<file path="config.mk">
export PLATFORM = sky130hd
export DESIGN_NAME = lane_merger
export DESIGN_NICKNAME = d
export VERILOG_FILES = /design/src/rtl/usb4_lane_pkg.sv /design/src/rtl/lane_rx_fifo.sv /design/src/rtl/lane_merger.sv
export SDC_FILE = /design/constraint.sdc
export NUM_CORES = 1
export LEC_CHECK = 0
export CORE_MARGIN = 2
export CORE_UTILIZATION = 50
export CTS_BUF_LIST = sky130_fd_sc_hd__clkbuf_4 sky130_fd_sc_hd__clkbuf_8
export CTS_CLUSTER_DIAMETER = 150
export DETAILED_ROUTE_END_ITERATION = 10
export PLACE_DENSITY = 0.72
export SYNTH_ARGS = -nofsm -noshare
export SYNTH_HDL_FRONTEND = slang
export SYNTH_SLANG_ARGS = --single-unit
</file>
<file path="constraint.sdc">
create_clock -name clk -period 2.4 [get_ports clk]
set_input_delay 0.36 -clock clk [delete_from_list [all_inputs] [get_ports clk]]
set_output_delay 0.36 -clock clk [all_outputs]
set_load 0.1 [all_outputs]
</file>
<file path="src/rtl/usb4_lane_pkg.sv">
// Shared definitions for the two-lane receive path: lane byte width,
// default FIFO sizing / skew tolerance, and the merger FSM state encoding.
package usb4_lane_pkg;

  localparam int LANE_W         = 8;
  localparam int DEF_FIFO_DEPTH = 4;
  localparam int DEF_SKEW_MAX   = 8;

  typedef enum logic [1:0] {
    ST_IDLE     = 2'd0,
    ST_FILL     = 2'd1,
    ST_MERGE_L0 = 2'd2,
    ST_MERGE_L1 = 2'd3
  } merge_state_t;

endpackage

</file>
<file path="src/rtl/lane_rx_fifo.sv">
// Per-lane deskew FIFO. Head byte is visible on data whenever the FIFO is
// non-empty. flush empties it on the next edge and wins over push/pop.
// Push and pop together on a full FIFO is accepted (count unchanged); a push
// to a full FIFO without a pop is dropped (the parent flags that). A pop of
// an empty FIFO is ignored. DEPTH must be a power of two, at least 2, so
// the pointers wrap naturally.
module lane_rx_fifo
  import usb4_lane_pkg::*;
#(
  parameter int DEPTH = DEF_FIFO_DEPTH
) (
  input  logic                     clk,
  input  logic                     rst,
  input  logic                     flush,
  input  logic                     push,
  input  logic                     pop,
  input  logic [LANE_W-1:0]        din,
  output logic [LANE_W-1:0]        data,
  output logic                     empty,
  output logic                     full,
  output logic [$clog2(DEPTH):0]   level
);

  localparam int AW = $clog2(DEPTH);
  localparam logic [AW-1:0] PTR_ONE  = 1;
  localparam logic [AW:0]   LVL_ONE  = 1;
  localparam logic [AW:0]   LVL_FULL = (AW + 1)'(DEPTH);

  logic [LANE_W-1:0] mem [DEPTH];
  logic [AW-1:0]     wr_ptr;
  logic [AW-1:0]     rd_ptr;
  logic              do_push;
  logic              do_pop;

  assign empty   = (level == '0);
  assign full    = (level == LVL_FULL);
  assign do_pop  = pop & ~empty & ~flush;
  assign do_push = push & ~flush & (~full | do_pop);
  assign data    = mem[rd_ptr];

  // Storage write; contents are don't-care while the FIFO is empty.
  always_ff @(posedge clk) begin
    if (do_push) begin
      mem[wr_ptr] <= din;
    end
  end

  // Pointer and occupancy bookkeeping.
  always_ff @(posedge clk) begin
    if (rst || flush) begin
      wr_ptr <= '0;
      rd_ptr <= '0;
      level  <= '0;
    end else begin
      if (do_push) wr_ptr <= wr_ptr + PTR_ONE;
      if (do_pop)  rd_ptr <= rd_ptr + PTR_ONE;
      case ({do_push, do_pop})
        2'b10:   level <= level + LVL_ONE;
        2'b01:   level <= level - LVL_ONE;
        default: level <= level;
      endcase
    end
  end

endmodule

</file>
<file path="src/rtl/lane_merger.sv">
// Receive-side lane merger. In data mode the two lane byte streams are
// deskewed in per-lane FIFOs and re-interleaved (lane 0 byte, then lane 1
// byte) onto merged_out. In ordered-set mode both lanes are forwarded as a
// registered pair.
//
// Handshake: every lane input and every output is valid-only (no ready).
// A byte is taken on any rising edge where its *_vld is high; a byte is
// delivered on any edge where merged_vld / os_vld is high. There is no
// back-pressure; a lane FIFO that cannot accept a byte drops it and raises
// the sticky skew_err.
//
// Optional feature: define LANE_MERGER_SKEW_CHECK_EN to build the skew
// timeout counter (SKEW_MAX FILL cycles with only one lane holding data
// flushes both FIFOs and raises skew_err).
module lane_merger
  import usb4_lane_pkg::*;
#(
  parameter int FIFO_DEPTH = DEF_FIFO_DEPTH,
  parameter int SKEW_MAX   = DEF_SKEW_MAX
) (
  input  logic              clk,
  input  logic              rst,
  input  logic              enable_r,
  input  logic              data_os_i,
  input  logic [LANE_W-1:0] lane_0_rx_in,
  input  logic              lane_0_rx_vld,
  input  logic [LANE_W-1:0] lane_1_rx_in,
  input  logic              lane_1_rx_vld,
  output logic [LANE_W-1:0] merged_out,
  output logic              merged_vld,
  output logic [LANE_W-1:0] lane_0_os_out,
  output logic [LANE_W-1:0] lane_1_os_out,
  output logic              os_vld,
  output logic              merge_busy,
  output logic              skew_err
);

  localparam int LVL_W = $clog2(FIFO_DEPTH) + 1;
  localparam logic [LVL_W-1:0] LVL_ONE = 1;

  merge_state_t state_q;
  merge_state_t state_d;

  logic              active;
  logic              fifo_flush;
  logic              skew_timeout;
  logic              os_pair;
  logic              push_0, push_1;
  logic              pop_0, pop_1;
  logic [LANE_W-1:0] data_0, data_1;
  logic              empty_0, empty_1;
  logic              full_0, full_1;
  logic [LVL_W-1:0]  level_0, level_1;
  logic              ne_after_0, ne_after_1;
  logic              overflow;

  assign active     = enable_r & data_os_i;
  assign fifo_flush = ~active | skew_timeout;
  assign os_pair    = ~data_os_i & lane_0_rx_vld & lane_1_rx_vld;
  assign push_0     = active & lane_0_rx_vld;
  assign push_1     = active & lane_1_rx_vld;
  assign pop_0      = active & (state_q == ST_MERGE_L0);
  assign pop_1      = active & (state_q == ST_MERGE_L1);

  // Occupancy of each FIFO once this cycle's push/pop has been applied.
  assign ne_after_0 = push_0 | (pop_0 ? (level_0 > LVL_ONE) : ~empty_0);
  assign ne_after_1 = push_1 | (pop_1 ? (level_1 > LVL_ONE) : ~empty_1);

  assign overflow = (push_0 & full_0 & ~pop_0) | (push_1 & full_1 & ~pop_1);

  lane_rx_fifo #(.DEPTH(FIFO_DEPTH)) u_fifo_0 (
    .clk   (clk),
    .rst   (rst),
    .flush (fifo_flush),
    .push  (push_0),
    .pop   (pop_0),
    .din   (lane_0_rx_in),
    .data  (data_0),
    .empty (empty_0),
    .full  (full_0),
    .level (level_0)
  );

  lane_rx_fifo #(.DEPTH(FIFO_DEPTH)) u_fifo_1 (
    .clk   (clk),
    .rst   (rst),
    .flush (fifo_flush),
    .push  (push_1),
    .pop   (pop_1),
    .din   (lane_1_rx_in),
    .data  (data_1),
    .empty (empty_1),
    .full  (full_1),
    .level (level_1)
  );

`ifdef LANE_MERGER_SKEW_CHECK_EN
  localparam int SKW = $clog2(SKEW_MAX + 1);
  localparam logic [SKW-1:0] SKEW_LAST = SKW'(SKEW_MAX - 1);
  localparam logic [SKW-1:0] SKEW_ONE  = 1;

  logic [SKW-1:0] skew_cnt;
  logic           one_lane;

  assign one_lane     = active & (state_q == ST_FILL) & (empty_0 ^ empty_1);
  assign skew_timeout = one_lane & (skew_cnt == SKEW_LAST);

  // Count consecutive FILL cycles where only one lane holds data.
  always_ff @(posedge clk) begin
    if (rst || !one_lane || skew_timeout) begin
      skew_cnt <= '0;
    end else begin
      skew_cnt <= skew_cnt + SKEW_ONE;
    end
  end
`else
  logic unused_skew_max;
  assign unused_skew_max = (SKEW_MAX == 0);
  assign skew_timeout    = 1'b0;
`endif

  // FSM state register.
  always_ff @(posedge clk) begin
    if (rst) begin
      state_q <= ST_IDLE;
    end else begin
      state_q <= state_d;
    end
  end

  // FSM next-state: wait for both lanes, then alternate lane 0 / lane 1 pops.
  always_comb begin
    state_d = state_q;
    if (!active) begin
      state_d = ST_IDLE;
    end else begin
      case (state_q)
        ST_IDLE:     state_d = ST_FILL;
        ST_FILL:     if (!empty_0 && !empty_1) state_d = ST_MERGE_L0;
        ST_MERGE_L0: state_d = ST_MERGE_L1;
        ST_MERGE_L1: state_d = (ne_after_0 && ne_after_1) ? ST_MERGE_L0 : ST_FILL;
        default:     state_d = ST_IDLE;
      endcase
    end
  end

  // Registered outputs; disable behaves exactly like reset.
  always_ff @(posedge clk) begin
    if (rst || !enable_r) begin
      merged_out    <= '0;
      merged_vld    <= 1'b0;
      lane_0_os_out <= '0;
      lane_1_os_out <= '0;
      os_vld        <= 1'b0;
      merge_busy    <= 1'b0;
      skew_err      <= 1'b0;
    end else begin
      os_vld <= os_pair;
      if (os_pair) begin
        lane_0_os_out <= lane_0_rx_in;
        lane_1_os_out <= lane_1_rx_in;
      end
      merged_vld <= pop_0 | pop_1;
      if (pop_0) begin
        merged_out <= data_0;
      end else if (pop_1) begin
        merged_out <= data_1;
      end
      merge_busy <= (state_d == ST_MERGE_L0) || (state_d == ST_MERGE_L1);
      if (overflow || skew_timeout) begin
        skew_err <= 1'b1;
      end
    end
  end

endmodule
</file>
## After elaboration in Yosys (flattened, before gate mapping)

Memory sizes are Yosys's and may differ from the RTL's. A register that Yosys moved wholly into a read port is not among the register bits.
Index checks and enable logic that the tools add are counted.

| word-level totals | value |
|---|---|
| register bits | 44 |
| memory bits (writable) | 64 |
| output and inout bits | 28 |
| memories | 2 |

Memories:

| name | words | bits a word | rd ports | clocked after memory_dff | wr ports | RTL line | source |
|---|---|---|---|---|---|---|---|
| u_fifo_0.mem | 4 | 8 | 1 | 1 | 1 | lane_rx_fifo.sv:29 | `logic [LANE_W-1:0] mem [DEPTH];` |
| u_fifo_1.mem | 4 | 8 | 1 | 1 | 1 | lane_rx_fifo.sv:29 |  |

| cells by class | value |
|---|---|
| $add $sub $neg | 8 |
| order comparisons | 2 |
| equality and inequality tests | 11 |
| multiplexer cells | 18 |
| bitwise logic cells | 33 |
| reductions and logical operators | 14 |

Operator list:

| cell | count |
|---|---|
| 1-bit AND | 19 |
| 8-bit 2-to-1 mux | 2 |
| 2-bit 2-to-1 mux | 7 |
| 2-bit equality test, second input constant | 6 |
| 3-bit one-hot mux with 2 select lines | 2 |
| 2-bit by 1-bit adder with 2-bit output, second input constant | 4 |
| 1-bit NOT | 8 |
| 2-bit one-hot mux with 4 select lines | 1 |
| 3-bit by 1-bit adder with 3-bit output, second input constant | 2 |
| 2-bit by 1-bit equality test with 1-bit output, second input constant | 3 |
| 3-bit equality test, second input constant | 2 |
| 3-bit by 1-bit > comparator with 1-bit output, second input constant | 2 |
| 3-bit zero test | 2 |
| 1-bit 2-to-1 mux | 6 |
| 1-bit OR | 6 |
| 2-bit nonzero test | 3 |
| 3-bit by 1-bit subtractor with 3-bit output, second input constant | 2 |
| 1-bit zero test | 3 |
| 1-bit logical OR | 3 |
| 1-bit logical AND | 2 |
| 2-bit zero test | 1 |

## Longest topological paths before layout

| logic depth | value |
|---|---|
| depth after elaboration | 10 |
| depth in mapped cells | 9 |
| mapped depth without buffers | 8 |

## Modules after synthesis

Synthesis repeated with hierarchy kept, for this count alone.

| second synthesis, totals | value |
|---|---|
| cell total of the unflattened synthesis | 340 |
| area, all modules | 4,515.6 um^2 |

By module, submodules not included:

| module | times used | cells an instance | area each (um^2) | seq. area each (um^2) |
|---|---|---|---|---|
| lane_rx_fifo at u_fifo_0 | 1 | 102 | 1,696.6 | 1,141.1 |
| lane_rx_fifo at u_fifo_1 | 1 | 98 | 1,647.8 | 1,141.1 |
| lane_merger | 1 | 140 | 1,171.1 | 600.6 |

## Worst setup path before layout

No wires, ideal clock.

| path | value |
|---|---|
| kind | flip-flop to flip-flop |
| start | register state_q[1] |
| end | register u_fifo_1.level[2] |
| setup time | 72 ps |
| data arrival time | 1,957 ps |
| required time | 2,328 ps |
| setup slack | 371 ps |
| stages on the path, launching flop included | 9 |
| buffers on the path | 1 |
| period minus slack after synthesis | 2,029 ps |
| cells stage by stage | dfxtp_1 -> and3_1 -> buf_2 -> nand2_1 -> a31oi_4 -> inv_1 -> ha_1 -> or3_1 -> a21oi_1 |

| on the way | value |
|---|---|
| longest elaborated chain between the ends | 8 |
| elaborated cells between the ends (all ways) | 10 |
| classes of those cells | 3 x eq/ne; 1 x mux; 5 x bitwise; 1 x reduce/logical |

RTL lines:

| what | RTL line | source |
|---|---|---|
| from (decl) | lane_merger.sv:41 | `merge_state_t state_q;` |
| from (signal assigned) | lane_merger.sv:127 | `state_q <= state_d;` |
| 2-bit equality test * | lane_merger.sv:63 | `assign pop_1 = active & (state_q == ST_MERGE_L1);` |
| 1-bit AND * | lane_merger.sv:63 |  |
| 1-bit AND * (2 in a row) | lane_rx_fifo.sv:37 | `assign do_pop = pop & ~empty & ~flush;` |
| 1-bit OR | lane_rx_fifo.sv:38 | `assign do_push = push & ~flush & (~full \| do_pop);` |
| 1-bit AND | lane_rx_fifo.sv:38 |  |
| 2-bit by 1-bit equality test with 1-bit output / 2-bit equality test (equally long branches) | lane_rx_fifo.sv:57 | `case ({do_push, do_pop})` |
| 3-bit one-hot mux with 2 select lines / 2-bit nonzero test (equally long branches) | - |  |
| to (signal assigned) | lane_rx_fifo.sv:58 | `2'b10: level <= level + LVL_ONE;` |
| to (signal assigned) | lane_rx_fifo.sv:59 | `2'b01: level <= level - LVL_ONE;` |
| to (signal assigned) | lane_rx_fifo.sv:60 | `default: level <= level;` |
| to (decl) | lane_rx_fifo.sv:21 | `output logic [$clog2(DEPTH):0] level` |

Mark *: on every way between the ends. The rest lies on a longest branch, timed or not.
A chain may end at the register's enable or synchronous reset.

## Worst setup path in the final report

| path | value |
|---|---|
| start | register u_fifo_1.level[0] |
| end | register u_fifo_1.level[2] |

| on the way | value |
|---|---|
| longest elaborated chain between the ends | 8 |
| elaborated cells between the ends (all ways) | 14 |
| classes of those cells | 2 x add/sub; 3 x eq/ne; 1 x mux; 6 x bitwise; 2 x reduce/logical |

RTL lines:

| what | RTL line | source |
|---|---|---|
| 3-bit zero test * | lane_rx_fifo.sv:35 | `assign empty = (level == '0);` |
| 1-bit NOT * | lane_rx_fifo.sv:37 |  |
| 1-bit AND * (2 in a row) | lane_rx_fifo.sv:37 |  |
| named net u_fifo_1.do_pop | lane_rx_fifo.sv:33 | `logic do_pop;` |
| 1-bit OR | lane_rx_fifo.sv:38 |  |
| 1-bit AND | lane_rx_fifo.sv:38 |  |
| 2-bit by 1-bit equality test with 1-bit output / 2-bit equality test (equally long branches) | lane_rx_fifo.sv:57 |  |
| 3-bit one-hot mux with 2 select lines / 2-bit nonzero test (equally long branches) | - |  |

Mark *: on every way through the listed nets, which the timed path passes. The rest lies on a longest branch.

==> impl_metrics.yaml <==
timing:
  worst_pin_slew_ns: 0.5416
  finalSetupViolations: 0
  finalHoldViolCount: 0
  fin_crit_sh_pct: 81.92
  finalSetupTns_ns: 0
  min_period_ns: 1.966
  slew-limit-headroom_pct: 63.84
  finClkSkew_ns: 0.01190
  rsz0062_at_grt: "false"
  maxSlewViolCount: 0
  fmax_ghz: 0.5086
synth:
  async_flop_share_pct: 0
  synth_edf_count: 64
  synth_common_cells: "64 x edfxtp_1, 48 x dfxtp_1, 38 x nand2_1"
  syn_inst: 333
  synthesis.area_mm2: 0.004474
  syn_area_per_cell_um2: 13.44
  synth-seq-area-share_pct: 64.43
  ys_ff_latch: 112
  synth.area.top_cells: "edfxtp_1 43%, dfxtp_1 21%, mux4_2 8.1%"
  ys.flop_type: "edfxtp_1"
  synth_most_common_cell: "edfxtp_1"
  yosysTopAreaCell: "edfxtp_1"
  synth_top_area_share_pct: 42.95
  yosys_warnings: 0
  syn_nets: 372
  synthDistinctLibCells: 38
setup_path:
  crit_buf_inv: 1
  cpPeakStageDelay_ns: 0.43
  r2r_slack_ns: 0.43
  critPathKind: "reg -> reg"
  cp_common_cell: "ha_1"
  crit_chain: "inv_1, ha_1, nand2b_1, and3_1, ha_1, or3_1, a21oi_1"
  critPathArrivalTime_ns: 2.27
  cp.required_ns: 2.70
  crit_path_max_fanout: 5
  start_kind: "register"
  crit_path_top_delay_cell: "dfxtp_1"
  crit_family: "simple AND/OR/NAND/NOR gates"
  crit_path_end_kind: "register"
layout:
  diodes: 0
  nets: 435
  fillerInstances: 737
  drive_above_1_share_pct: 20.45
  area_delta_synth_final_pct: 18.20
clock_network:
  htree_levels: 3
  cts_buffers: 9
  worstSkewPairLatency_ns: 0.37
  clockBufferDepth: 2
  path_clk_slew_ns: 0.11
  postCtsSetupBuffers: 0
  cts-resized-gates: 0
  clk_root_buffer_cell: "clkbuf_8"
  cts.sinks: 112
  cts_tree: "yes"
  cts_hold_buf: 0
detailed_routing:
  drt_iter0_markers: 152
  ant_nets: 0
  wl_per_cell_um: 16.96
  drc: 0
  via_count: 2722
  drtPass1Iterations: 4
  totalWireLength_um: 8635
  via_per_inst: 5.348
grt:
  use_met2_pct: 30.46
  gr-usage-met3_pct: 3.333
  antenna_found_initial: 0
  grt-ovfl-total: 0
  grt_pass1_vias: 2747
  track_usage_pct: 18.85
  grt_max_degree: 20
  grt_pass1_wl_um: 14000
  grt_most_used_layer: "met2"
  grtUsageMet1_pct: 25.64
pwr:
  finalPower_w: 0.003294
  peakVddDrop_mv: 0.3775
  power_leakage_nw: 1.856
  intPower_w: 0.002520
  pwr-share-clk_pct: 32.5
  p_comb_share_pct: 5.5
  p_sw_w: 0.0007743
  p_sw_share_pct: 23.50
  powerDensity_mw_per_mm2: 622.9
  p_seq_share_pct: 62.1
run_status:
  status: "finished clean"
floorplanning:
  start_util_pct: 51.56
  placeableCoreArea_mm2: 0.008678
  io_pins: 50
  die_w_um: 98.60
  die_y_um: 98.60
  rows: 34
  dieArea_mm2: 0.009721
placement:
  port_buffers: 49
  dp_hpwl_um: 6068
  gp_congestion: 0.8768
job:
  maxCapViolations: 0
min_path:
  hold_class: "reg -> reg"
[routing by layer]
layer,part of all wire (%),vias up
met5,0,-
li1,-,1326
met3,4.0,12
met2,48,61
met4,1.8,0
met1,46,1323
[cell usage in the layout, fill, tap and decap left out, types with 9 or more instances in the layout]
cell type / count
nand2_1: 38
buf_4: 47
edfxtp_1: 64
dfxtp_1: 48
mux2i_1: 11
inv_1: 9
nor2_1: 23
clkdlybuf4s50_1: 21
a21oi_1: 29
o21ai_0: 9
mux4_2: 16
ha_1: 17
clkbuf_8: 9
[per-stage QoR]
step	cell area [um^2]	hold slack, ns	utilization (%)	setup WS [ns]	cells
after global placement	5109	0.4437	58.87	0.1335	493
final	5289	0.4633	60.94	0.4339	509
after CTS	5289	0.4632	60.94	0.4258	509
after floorplan	4474	0.4324	-	0.3714	333
after global routing	5289	0.4844	60.94	0.3064	509
after detailed placement	5109	0.4476	58.87	0.09979	493
[state kept, by name, summed over array words and instances, names as in the netlist, 3 cells and up, named ones only]
name,flops
u_fifo_0.mem,32
u_fifo_0.level,3
lane_1_os_out,8
u_fifo_1.mem,32
lane_0_os_out,8
u_fifo_1.level,3
merged_out,8
[cells by family (layout without fill, tap and decap cells)]
kind of cell	count (synthesis)	count (layout)	synth area share (%)
and+or+nand+nor	92	92	9.592
muxes	27	27	10.51
buffers and inverters	25	93	2.181
DFF	112	112	64.43
xor gates and xnor gates	10	10	1.957
adders and majority gates	17	17	4.754
AOI/OAI and AO/OA	50	50	6.572
[cell type report]
cell class,instances,area [um^2],area share [%]
timing repair buffer,68,563.0,10.65
tap,108,135.1,2.555
sequential,112,2883,54.51
clock inverter,6,48.80,0.9226
inverter,9,33.78,0.6388
clock buffer,10,131.4,2.484
multi-input combinational,196,1494,28.25
[final timing paths]
check                                      start                        endpoint  depth (start not counted)
hold reg to reg    lane_1_os_out[5]$_SDFFE_PP0P_   lane_1_os_out[5]$_SDFFE_PP0P_                          2
hold / removal     lane_1_os_out[5]$_SDFFE_PP0P_   lane_1_os_out[5]$_SDFFE_PP0P_                          2
setup reg to reg  u_fifo_1.level[0]$_SDFFE_PP0P_  u_fifo_1.level[2]$_SDFFE_PP0P_                          7
setup / recovery  u_fifo_1.level[0]$_SDFFE_PP0P_  u_fifo_1.level[2]$_SDFFE_PP0P_                          7
[power by group through the flow]
stage	sequential [W]	clock (W)	combinational, W
2_1_floorplan	0.00212	0	0.0000589
3_3_place_gp	0.00209	0	0.000177
3_5_place_dp	0.00209	0	0.000182
4_1_cts	0.00205	0.00108	0.000182
5_1_grt	0.00205	0.00116	0.000193
6_report	0.00204	0.00107	0.000180
[worst min-delay path, cell delays in order (launching register included)]
cell	delay, ns
dfxtp_1	0.33
nand2_1	0.05
a21oi_1	0.05
Power figures use the tool's default switching activity.
